===== config.mk =====
export PLATFORM = sky130hd
export DESIGN_NAME = uart_tx_arbiter
export DESIGN_NICKNAME = d
export VERILOG_FILES = /design/src/rtl/uart_tx_arbiter.sv
export SDC_FILE = /design/constraint.sdc
export NUM_CORES = 1
export LEC_CHECK = 0
export CAP_MARGIN = 20
export CORE_UTILIZATION = 49
export CTS_CLUSTER_SIZE = 24
export DETAILED_ROUTE_END_ITERATION = 12
export GPL_TIMING_DRIVEN = 0
export PLACE_DENSITY = 0.89
export SLEW_MARGIN = 10
export SYNTH_ARGS = -nofsm -noshare
export SYNTH_HDL_FRONTEND = slang
export SYNTH_SLANG_ARGS = --single-unit

===== constraint.sdc =====
create_clock -name clk -period 3.1 [get_ports clk]
set_clock_uncertainty 0.2 [all_clocks]
set_input_delay 0.93 -clock clk [delete_from_list [all_inputs] [get_ports clk]]
set_output_delay 0.93 -clock clk [all_outputs]
set_load 0.05 [all_outputs]

===== src/rtl/uart_tx_arbiter.sv =====
// Round-robin arbiter sharing one UART transmitter among NUM_REQ byte producers,
// with a done watchdog that pulses the transmitter reset on a stalled frame.
module uart_tx_arbiter #(
    parameter int unsigned NUM_REQ        = 4,
    parameter int unsigned TIMEOUT_CYCLES = 1023
) (
    input  logic                 clk,
    input  logic                 Arb_rst_n,
    input  logic [NUM_REQ-1:0]   req_valid,
    input  logic [8*NUM_REQ-1:0] req_data,
    output logic [NUM_REQ-1:0]   req_ready,
    output logic                 tx_start,
    output logic [7:0]           tx_data,
    output logic                 tx_rst,
    input  logic                 tx_done,
    output logic                 busy,
    output logic [2:0]           grant_id,
    input  logic                 err_clr,
    output logic                 timeout_err
);

    localparam int unsigned CNT_W = $clog2(TIMEOUT_CYCLES + 1);
    localparam int unsigned ID_W  = 3;

    typedef enum logic [1:0] {
        IDLE,
        GRANT,
        WAIT_DONE,
        RECOVER
    } state_t;

    state_t             state_q, state_d;
    logic [ID_W-1:0]    rr_ptr_q, rr_ptr_d;
    logic [CNT_W-1:0]   cnt_q, cnt_d;
    logic [NUM_REQ-1:0] req_ready_d;
    logic               tx_start_d;
    logic [7:0]         tx_data_d;
    logic               tx_rst_d;
    logic               busy_d;
    logic [ID_W-1:0]    grant_id_d;
    logic               timeout_err_d;

    logic               win_found;
    logic [ID_W-1:0]    win_id;
    logic [7:0]         win_data;

    // Round-robin search starting at rr_ptr, wrapping modulo NUM_REQ
    always_comb begin
        int unsigned        idx;
        logic [NUM_REQ-1:0] vshift;
        win_found = 1'b0;
        win_id    = '0;
        idx       = 0;
        vshift    = '0;
        for (int unsigned i = 0; i < NUM_REQ; i++) begin
            idx    = (32'(rr_ptr_q) + i) % NUM_REQ;
            vshift = req_valid >> idx;
            if (!win_found && vshift[0]) begin
                win_found = 1'b1;
                win_id    = ID_W'(idx);
            end
        end
        win_data = 8'(req_data >> (8 * 32'(win_id)));
    end

    // Next-state and next-output logic; every output is registered below
    always_comb begin
        state_d       = state_q;
        rr_ptr_d      = rr_ptr_q;
        cnt_d         = cnt_q;
        req_ready_d   = '0;
        tx_start_d    = 1'b0;
        tx_data_d     = tx_data;
        tx_rst_d      = 1'b0;
        grant_id_d    = grant_id;
        timeout_err_d = err_clr ? 1'b0 : timeout_err;

        case (state_q)
            IDLE: begin
                if (win_found) begin
                    state_d     = GRANT;
                    tx_start_d  = 1'b1;
                    req_ready_d = NUM_REQ'(1) << win_id;
                    tx_data_d   = win_data;
                    grant_id_d  = win_id;
                end
            end
            GRANT: begin
                rr_ptr_d = (grant_id == ID_W'(NUM_REQ - 1)) ? '0 : grant_id + 1'b1;
                cnt_d    = '0;
                state_d  = WAIT_DONE;
            end
            WAIT_DONE: begin
                if (cnt_q != '1) begin
                    cnt_d = cnt_q + 1'b1;
                end
                // done has priority over a watchdog expiring in the same cycle
                if (tx_done) begin
                    state_d = IDLE;
                end else if (cnt_q == CNT_W'(TIMEOUT_CYCLES)) begin
                    state_d       = RECOVER;
                    tx_rst_d      = 1'b1;
                    timeout_err_d = 1'b1;
                end
            end
            RECOVER: begin
                state_d = IDLE;
            end
            default: begin
                state_d = IDLE;
            end
        endcase

        busy_d = (state_d != IDLE);
    end

    // Transmitter is held in reset alongside the arbiter
    always_ff @(posedge clk or negedge Arb_rst_n) begin
        if (!Arb_rst_n) begin
            state_q     <= IDLE;
            rr_ptr_q    <= '0;
            cnt_q       <= '0;
            req_ready   <= '0;
            tx_start    <= 1'b0;
            tx_data     <= 8'h00;
            tx_rst      <= 1'b1;
            busy        <= 1'b0;
            grant_id    <= '0;
            timeout_err <= 1'b0;
        end else begin
            state_q     <= state_d;
            rr_ptr_q    <= rr_ptr_d;
            cnt_q       <= cnt_d;
            req_ready   <= req_ready_d;
            tx_start    <= tx_start_d;
            tx_data     <= tx_data_d;
            tx_rst      <= tx_rst_d;
            busy        <= busy_d;
            grant_id    <= grant_id_d;
            timeout_err <= timeout_err_d;
        end
    end

endmodule


==> results.md <==
- Fin. Hold Viols: 0
- Arrival time of the worst setup path: 2.85 ns
- Final wirelength: 4198 µm
- Die footprint: 3855 µm²
- CTS Root Cell: clkbuf_4
- GPL Wtd Cong: 0.8647
- Vias in the first global route: 1535
- Ys async rst share: 1.000
- Area leader, netlist: dfrtp_1
- Crit path launch type: input pin
- Most common flop cell mapped by yosys: dfrtp_1
- CP required: 3.11 ns
- Largest net degree at the start of global routing: 33
- Clock buffer depth: 2
- DRT iter0 DRCs: 84
- Max-Cap Viols: 0
- Post-Place Cells: 280
- Post-synth net total: 219
- Chip Width: 62.09 µm
- Total CTS buffers: 5
- Grt met1 use: 0.2895
- Initial Utilization: 0.5220
- Synth Instances: 177
- R2R Path Start: rr_ptr_q[1]$_DFFE_PN0P_
- Final Critical Period: 2.835 ns
- Syn Area/Cell: 9.995 µm²
- Clk pin slew, worst setup/hold paths: 0.09 ns
- Yosys warnings: 0
- HP Start: tx_data[2]$_DFFE_PN0P_
- TritonCTS clock tree: yes
- Crit path max fanout: 10
- P&R area growth vs syn: 39.53%
- Drt pass-1 iters: 4
- Final worst-path cycle share: 0.9146
- Synth cell types: 47
- Busiest grt layer: met2
- PwrDens: 887.4 nW/µm²
- Met2 Resource Use GR: 0.4134
- Worst Setup SP: req_valid[3]
- Worst skew pair latency: 0.33 ns
- Top Family by Delay on Critical Path: buffers and inverters
- Endpoints failing setup: 0
- Maximum clock frequency: 352.7 MHz
- Buffers & Inverters on Critical Path: 2
- Setup WS post-layout: 0.2647 ns
- Total gr overflow: 0
- GRT Total Usage: 0.2427
- Critical path class: input pin to flip-flop
- Lkg Pwr: 1.034 nW
- Initial antenna violation count: 0
- Fraction of synthesized cell area taken by the top area cell type: 0.4385
- WL per Instance: 14.58 µm
- Row Count: 21
- Total number of vias: 1679
- Place WS: -0.06879 ns
- Normalized max-slew margin: 0.5352
- Core box area: 3390 µm²
- Synthesized area: 1769 µm²
- Layout cell share with drive strength beyond 1: 0.1198
- Final Core Density: 0.7283
- I/O pin count: 59
- Die H: 62.09 µm
- Maximum vdd drop: 0.6754 mV
- Least-Margin Pin Slew: 0.6944 ns
- H-tree levels: 2
- DRT antenna net count: 0
- FF+latch count, synth: 32
- Layout Nets: 283
- TNS Setup: 0 ns
- I/O Buffers: 57
- PostCTS Resize Cnt: 0
- Status: complete, no violations
- Hold_buf cts: 0
- Number of setup buffers added after CTS: 0
- Min-delay worst type: flip-flop to flip-flop
- Cell Count, Final, Fillers Out: 288
- First-pass GRT wire length: 6568 µm
- CP max-delay cell: clkdlybuf4s50_1
- Met3 usage in global routing: 0.07246
- Ranking of synthesized cells by area: dfrtp_1, mux2_4, a21oi_1, a221o_1, nand3_1
- Final Max Slew Viols: 0
- Max incr delay on CP: 0.53 ns
- RSZ-0062 raised after global routing: false
- DP Wirelength: 3230 µm
- Critical path, cell by cell: clkdlybuf4s50_1 > mux2i_2 > o2bb2ai_4 > nor2_4 > buf_6 > mux2_4 > a221o_1
- Clk sinks: 32
- EDFF count, synth: 0
- Crit end category: flip-flop
- DRC: 0
- Sequential-to-total area share from yosys stat: 0.4533
- ANT cells: 0
- Vias per cell: 5.830
-- power breakdown --
group | switching, mW | internal [mW]
logic | 0.747 | 0.478
clock network | 0.137 | 0.169
registers | 0.109 | 0.550
-- metrics by stage --
| stage | hold WS [ns] | total power, mW | instance area [µm²] |
|---|---|---|---|
| floorplan | 0.2829 | 1.499 | 1769 |
| global placement | 0.2968 | 1.852 | 2397 |
| detailed placement | 0.3027 | 1.884 | 2392 |
| CTS | 0.3271 | 2.192 | 2469 |
| finish | 0.3252 | 2.191 | 2469 |
| global route | 0.3492 | 2.321 | 2469 |
-- per-layer routing --
| layer | vias to the layer above | routed length [µm] |
|---|---|---|
| li1 | 791 | - |
| met1 | 788 | 1708 |
| met2 | 89 | 2072 |
| met3 | 11 | 334 |
| met4 | 0 | 82 |
| met5 | - | 0 |
-- logic make-up (layout without fill, tap and decap cells) --
logic type,count (synthesis),after routing,synth area share
compound gates,60,60,0.2390
simple gates,58,58,0.1683
mux,12,12,0.09123
buf+inv,12,77,0.03182
fa+ha+maj,2,2,0.01414
flops,32,32,0.4533
other cells,1,1,0.002120
-- synth_stat cells, types with 2 or more instances --
cell type and number:
a211oi_1 3, a21o_1 2, a21oi_1 16, a221o_1 8, a31oi_1 4, and3_1 2
clkbuf_1 4, dfrtp_1 31, ha_1 2, inv_1 4, mux2_2 2, mux2_4 7
mux2i_1 2, nand2_1 11, nand2b_1 4, nand3_1 15, nor2_1 9, nor2b_1 3
nor3_1 4, o21ai_0 14, o31ai_1 2, or2_2 2, or3_1 2
-- worst paths after layout --
check / end / slack, ns / depth (start not counted)
worst max-delay path: tx_data[3]$_DFFE_PN0P_ / 0.26 / 7
worst min-delay path: tx_data[2]$_DFFE_PN0P_ / 0.33 / 1
worst max register to register: tx_data[3]$_DFFE_PN0P_ / 0.88 / 6
worst min register to register: tx_data[2]$_DFFE_PN0P_ / 0.33 / 1
max in group asynchronous: cnt_q[5]$_DFFE_PN0P_ / 1.83 / 1
min in group asynchronous: req_ready[2]$_DFF_PN0_ / 0.42 / 1
-- layout by cell type, fill, tap and decap left out, types with 2 or more instances in the layout --
cell | Yosys | final
clkbuf_4 | 0 | 5
a211oi_1 | 3 | 3
mux2_2 | 2 | 2
nand3_1 | 15 | 15
mux2i_1 | 2 | 2
a221o_1 | 8 | 8
ha_1 | 2 | 2
or2_2 | 2 | 2
a31oi_1 | 4 | 4
nor2b_1 | 3 | 3
clkdlybuf4s50_1 | 0 | 56
mux2_4 | 7 | 7
a21o_1 | 2 | 2
o21ai_0 | 14 | 14
and3_1 | 2 | 2
inv_1 | 4 | 4
o31ai_1 | 2 | 2
or3_1 | 2 | 2
a21oi_1 | 16 | 16
dfrtp_1 | 31 | 31
nand2b_1 | 4 | 4
nor3_1 | 4 | 4
nor2_1 | 9 | 9
clkbuf_1 | 4 | 5
nand2_1 | 11 | 11
-- layout make-up --
| type | count | area [µm²] |
|---|---|---|
| well taps | 46 | 57.56 |
| plain buffers | 6 | 33.78 |
| flip-flops and latches | 32 | 802.0 |
| inverters | 6 | 22.52 |
| repair buffers | 57 | 565.5 |
| clock inverters | 2 | 35.03 |
| fillers | 252 | 920.9 |
| multi-input cells | 133 | 910.9 |
| clock buffers | 6 | 41.29 |
-- state kept, by name, indices dropped and copies added, names as in the netlist --
name / cells
rr_ptr_q: 2
state_q: 2
busy: 1
tx_rst: 1
timeout_err: 1
req_ready: 4
grant_id: 2
tx_start: 1
cnt_q: 10
tx_data: 8
(Power assumes the default switching activity.)
